`src/rtl/wb_initiator_pkg.sv`:
```
// Shared types and constants for the Wishbone classic initiator.
// The timeout counter width is derived here so the top and the counter agree.
package wb_initiator_pkg;

    localparam int DEFAULT_ADDR_W         = 32;
    localparam int DEFAULT_DATA_W         = 32;
    localparam int DEFAULT_TIMEOUT_CYCLES = 255;

    typedef enum logic [1:0] {
        IDLE = 2'd0,
        BUS  = 2'd1,
        RSP  = 2'd2
    } state_t;

    // Counter only needs to reach TIMEOUT_CYCLES-1
    function automatic int tcnt_width(input int cycles);
        return (cycles < 2) ? 1 : $clog2(cycles);
    endfunction

    localparam int DEFAULT_TCNT_W = tcnt_width(DEFAULT_TIMEOUT_CYCLES);

endpackage

```
`src/rtl/wb_timeout_cnt.sv`:
```
// Bus-cycle timeout counter for wb_initiator.
// Only instantiated when WB_INITIATOR_TIMEOUT_EN is defined.
// expired_o is decoded from the count register, so it carries no input path.
module wb_timeout_cnt
    import wb_initiator_pkg::*;
#(
    parameter int TIMEOUT_CYCLES = DEFAULT_TIMEOUT_CYCLES,
    parameter int CNT_W          = tcnt_width(TIMEOUT_CYCLES)
) (
    input  logic clk_i,
    input  logic rst_ni,
    input  logic clear_i,
    input  logic enable_i,
    output logic expired_o
);

    localparam logic [CNT_W-1:0] LAST_CNT = CNT_W'(TIMEOUT_CYCLES - 1);

    logic [CNT_W-1:0] r_cnt;

    // Count waiting cycles; clear has priority so each command starts from zero
    always_ff @(posedge clk_i or negedge rst_ni) begin
        if (!rst_ni) begin
            r_cnt <= '0;
        end else if (clear_i) begin
            r_cnt <= '0;
        end else if (enable_i) begin
            r_cnt <= r_cnt + CNT_W'(1);
        end
    end

    assign expired_o = (r_cnt == LAST_CNT);

endmodule

```
`src/rtl/wb_initiator.sv`:
```
// Single-outstanding Wishbone classic initiator.
// Turns a valid/ready command into one CYC/STB cycle and returns read data
// (or a timeout error) on a valid/ready response stream.
// Optional feature macro: WB_INITIATOR_TIMEOUT_EN enables the bus timeout;
// without it BUS waits for ACK indefinitely and rsp_err_o is tied to 0.
//
// state | meaning
// ------+----------------------------------------------------------
// IDLE  | cmd_ready_o high, waiting for a command
// BUS   | CYC/STB high with the registered command, waiting for ACK
// RSP   | rsp_valid_o high, holding data/error until rsp_ready_i
module wb_initiator
    import wb_initiator_pkg::*;
#(
    parameter int ADDR_W         = DEFAULT_ADDR_W,
    parameter int DATA_W         = DEFAULT_DATA_W,
    parameter int TIMEOUT_CYCLES = DEFAULT_TIMEOUT_CYCLES
) (
    input  logic                wb_clk_i,
    input  logic                wb_rst_ni,
    input  logic                cmd_valid_i,
    output logic                cmd_ready_o,
    input  logic                cmd_we_i,
    input  logic [ADDR_W-1:0]   cmd_adr_i,
    input  logic [DATA_W-1:0]   cmd_dat_i,
    input  logic [DATA_W/8-1:0] cmd_sel_i,
    output logic                rsp_valid_o,
    input  logic                rsp_ready_i,
    output logic [DATA_W-1:0]   rsp_dat_o,
    output logic                rsp_err_o,
    output logic                wbm_cyc_o,
    output logic                wbm_stb_o,
    output logic                wbm_we_o,
    output logic [ADDR_W-1:0]   wbm_adr_o,
    output logic [DATA_W-1:0]   wbm_dat_o,
    output logic [DATA_W/8-1:0] wbm_sel_o,
    input  logic [DATA_W-1:0]   wbm_dat_i,
    input  logic                wbm_ack_i
);

    localparam int SEL_W = DATA_W / 8;

    state_t              r_state;
    logic                r_we;
    logic [ADDR_W-1:0]   r_adr;
    logic [DATA_W-1:0]   r_dat;
    logic [SEL_W-1:0]    r_sel;
    logic [DATA_W-1:0]   r_rsp_dat;
    logic                w_accept;

    assign w_accept = (r_state == IDLE) && cmd_valid_i;

`ifdef WB_INITIATOR_TIMEOUT_EN
    logic w_cnt_en;
    logic w_expired;
    logic r_rsp_err;

    assign w_cnt_en = (r_state == BUS) && !wbm_ack_i;

    wb_timeout_cnt #(
        .TIMEOUT_CYCLES (TIMEOUT_CYCLES)
    ) u_timeout_cnt (
        .clk_i     (wb_clk_i),
        .rst_ni    (wb_rst_ni),
        .clear_i   (w_accept),
        .enable_i  (w_cnt_en),
        .expired_o (w_expired)
    );

    assign rsp_err_o = r_rsp_err;
`else
    logic w_unused_timeout;

    assign w_unused_timeout = (TIMEOUT_CYCLES > 0);
    assign rsp_err_o        = 1'b0;
`endif

    // Command/response FSM; the command is latched once and held on the bus
    always_ff @(posedge wb_clk_i or negedge wb_rst_ni) begin
        if (!wb_rst_ni) begin
            r_state   <= IDLE;
            r_we      <= 1'b0;
            r_adr     <= '0;
            r_dat     <= '0;
            r_sel     <= '0;
            r_rsp_dat <= '0;
`ifdef WB_INITIATOR_TIMEOUT_EN
            r_rsp_err <= 1'b0;
`endif
        end else begin
            case (r_state)
                IDLE: begin
                    if (cmd_valid_i) begin
                        r_we    <= cmd_we_i;
                        r_adr   <= cmd_adr_i;
                        r_dat   <= cmd_dat_i;
                        r_sel   <= cmd_sel_i;
                        r_state <= BUS;
                    end
                end
                BUS: begin
                    // ACK wins over an expiry in the same cycle
                    if (wbm_ack_i) begin
                        r_rsp_dat <= r_we ? '0 : wbm_dat_i;
`ifdef WB_INITIATOR_TIMEOUT_EN
                        r_rsp_err <= 1'b0;
`endif
                        r_state   <= RSP;
                    end
`ifdef WB_INITIATOR_TIMEOUT_EN
                    else if (w_expired) begin
                        r_rsp_dat <= '0;
                        r_rsp_err <= 1'b1;
                        r_state   <= RSP;
                    end
`endif
                end
                RSP: begin
                    if (rsp_ready_i) begin
                        r_state <= IDLE;
                    end
                end
                default: r_state <= IDLE;
            endcase
        end
    end

    assign cmd_ready_o = (r_state == IDLE);
    assign rsp_valid_o = (r_state == RSP);
    assign rsp_dat_o   = r_rsp_dat;

    assign wbm_cyc_o   = (r_state == BUS);
    assign wbm_stb_o   = (r_state == BUS);
    assign wbm_we_o    = r_we;
    assign wbm_adr_o   = r_adr;
    assign wbm_dat_o   = r_dat;
    assign wbm_sel_o   = r_sel;

endmodule

```
`config.mk`:
```
export PLATFORM = sky130hd
export DESIGN_NAME = wb_initiator
export DESIGN_NICKNAME = d
export VERILOG_FILES = /design/src/rtl/wb_initiator_pkg.sv /design/src/rtl/wb_timeout_cnt.sv /design/src/rtl/wb_initiator.sv
export SDC_FILE = /design/constraint.sdc
export NUM_CORES = 1
export LEC_CHECK = 0
export BUFFER_PORTS_ARGS = -buffer_cell sky130_fd_sc_hd__buf_2
export CORE_MARGIN = 2
export CORE_UTILIZATION = 49
export DETAILED_ROUTE_END_ITERATION = 8
export PLACE_DENSITY = 0.95
export SETUP_SLACK_MARGIN = 0.2
export SLEW_MARGIN = 25
export SYNTH_ARGS = -nofsm -noshare
export SYNTH_HDL_FRONTEND = slang
export SYNTH_HIERARCHICAL = 1
export SYNTH_SLANG_ARGS = --single-unit
```
`constraint.sdc`:
```
create_clock -name wb_clk_i -period 3.68 [get_ports wb_clk_i]
set_input_delay 0.368 -clock wb_clk_i [delete_from_list [all_inputs] [get_ports wb_clk_i]]
set_output_delay 0.368 -clock wb_clk_i [all_outputs]
set_load 0.1 [all_outputs]
```
==> impl_metrics.py <==
metrics = {
    "final_layout": {
        "drive_above_1_share_pct": 64.15,
        "seqCellArea_um2": 2577,
        "diodes": 0,
        "final_cell_mix": "buf_2 (209), dfrtp_1 (103), mux2_2 (75)",
        "multi_input_area_um2": 1410,
        "fin_nets": 579,
        "final_common_cell": "buf_2",
        "area_growth_pct": 33.60,
        "layout.cells.non_filler": 582,
        "fillers": 583,
    },
    "clocking": {
        "ctsHtreeMaxLevel": 3,
        "clk_pin_slew_ps": 100,
        "ctsHoldBuffers": 0,
        "cts.repair.resized": 0,
        "cts_root_buf": "clkbuf_8",
        "clock_path_buffers": 2,
        "insertion_delay_ps": 350,
        "cts_tree": "done",
        "cts.sinks": 103,
        "post_cts_buffers": 0,
        "numCtsBuffers": 9,
    },
    "global_route": {
        "overflow": 0,
        "grt_most_used_layer": "met2",
        "grt_usage_pct": 18.64,
        "met2_usage_pct": 34.33,
        "grt_pass1_vias": 2939,
        "grt_pass1_wl_mm": 13.07,
        "grt_antenna_before_repair": 0,
        "use_met1_pct": 20.37,
        "use_met3_pct": 5.138,
        "grt_max_degree": 70,
    },
    "timing": {
        "max_slew.worst_pin.slew_ps": 844.2,
        "setup_viol": 0,
        "fmax_ghz": 0.5195,
        "period_minus_slack_ps": 1925,
        "grt_setup_unrepaired": "no",
        "setup_ws_ps": 1755,
        "skew_ps": 15.79,
        "drv_slew": 0,
        "fin_setup_tns_ps": 0,
        "finalHoldViolCount": 0,
        "slew_headroom_pct": 43.72,
        "fin_crit_sh_pct": 52.31,
    },
    "placement": {
        "port_buffers": 210,
        "place_ws_ps": 1772,
        "routabilityCongestion": 0.7164,
        "dp.cells": 567,
        "place_hpwl_mm": 6.528,
    },
    "die": {
        "start_util_pct": 50.22,
        "coreArea_um2": 8134,
        "die-area_um2": 9083,
        "ios": 212,
        "core.rowCount": 33,
        "fp.dieW_um": 95.31,
        "die_h_um": 95.31,
    },
    "route": {
        "via_per_inst": 4.830,
        "vias": 2811,
        "drc": 0,
        "drtIter0Drc": 55,
        "drt-total-wl_mm": 8.632,
        "antenna_left": 0,
        "drt-wirelength-per-cell_um": 14.83,
        "first_pass_iters": 4,
    },
    "setup_path": {
        "r2r_slack_ps": 1750,
        "path_max_fanout": 69,
        "critPathRequiredTime_ps": 3910,
        "critPathBufInv": 1,
        "crit_type": "reg -> reg",
        "cp.arrival_ps": 2150,
        "endpoint_kind": "flop",
        "path_cells": "nor3b_4, buf_4, mux2_2",
        "max_stage_delay_ps": 670,
        "cpMaxStageDelayCell": "buf_4",
        "startpoint_type": "flop",
        "critPathTopFamily": "buffers and inverters",
    },
    "yosys": {
        "synth.avg_cell_area_um2": 15.53,
        "syn_area_um2": 4085,
        "synth.net_count": 369,
        "ys_seq_area_share_pct": 63.09,
        "synth-seq-cells": 103,
        "yosysWarnings": 6,
        "ys_types": 16,
        "synth_cells": 263,
    },
    "status": {
        "outcome": "finished, final reports clean",
    },
    "min_path": {
        "holdCritPathClass": "in -> async",
    },
    "run": {
        "drv_cap": 0,
    },
}
-- cell usage after synthesis (all sizes together) --
library cell	n	area, µm²
and3b	1	8.760
a21o	1	7.510
buf	13	88.83
clkbuf	3	11.26
dfrtp	103	2577
mux2	101	1137
nor2	1	3.750
inv	1	3.750
nor2b	34	212.7
conb	1	3.750
nor3b	1	12.51
nand2b	2	12.51
a21oi	1	5.000
-- final timing paths --
kind                               start            end  depth (start not counted)
setup reg to reg              r_state[0]  wbm_dat_o[20]                          3
setup / recovery              r_state[0]  wbm_dat_o[20]                          3
hold reg to reg             rsp_dat_o[9]   rsp_dat_o[9]                          1
hold / removal                 wb_rst_ni     r_state[0]                          2
max in group asynchronous      wb_rst_ni  wbm_adr_o[20]                          2
min in group wb_clk_i      cmd_adr_i[12]  wbm_adr_o[12]                          2
-- cells by family (layout without fill, tap and decap cells) --
family,Yosys count,in the layout,synth area share [%]
flops,103,103,63.09
mux,101,101,27.84
simple gates,39,39,6.125
buf+inv,17,231,2.542
compound gates,2,2,0.3062
other cells,1,1,0.09180
-- per-stage QoR --
step	area [µm²]	util, %	hold WS [ps]
2_1_floorplan	4085	-	72.41
3_3_place_gp	5214	64.10	464.2
3_5_place_dp	5214	64.10	469.4
4_1_cts	5458	67.10	128.2
5_1_grt	5458	67.10	163.0
6_report	5458	67.10	106.3
-- state kept, by name (all words and copies together) (netlist names) --
register	flops
wbm_sel_o	4
r_state	2
wbm_dat_o	32
rsp_dat_o	32
wbm_adr_o	32
wbm_we_o	1
-- per-layer routing --
layer	wire length, µm	vias to the layer above	share of wire [%]
li1	-	1315	-
met1	3307	1370	38
met2	4515	116	52
met3	700	10	8.1
met4	109	0	1.3
met5	0	-	0
-- final cells by class --
| type | count | share of cell area, % |
|---|---|---|
| multi-input cells | 143 | 25.84 |
| clock inverters | 5 | 1.949 |
| repair buffers | 215 | 19.99 |
| well taps | 105 | 2.407 |
| clock buffers | 10 | 2.522 |
| inverters | 1 | 0.06878 |
| flip-flops and latches | 103 | 47.23 |
-- worst register-to-register path, cell delays in order (launching register included) --
cell and delay, ps:
dfrtp_1 470, nor3b_4 190, buf_4 670, mux2_2 480
Power is not shown: default switching activity piles up to over one toggle a cycle in this logic, so the estimate is an artifact.
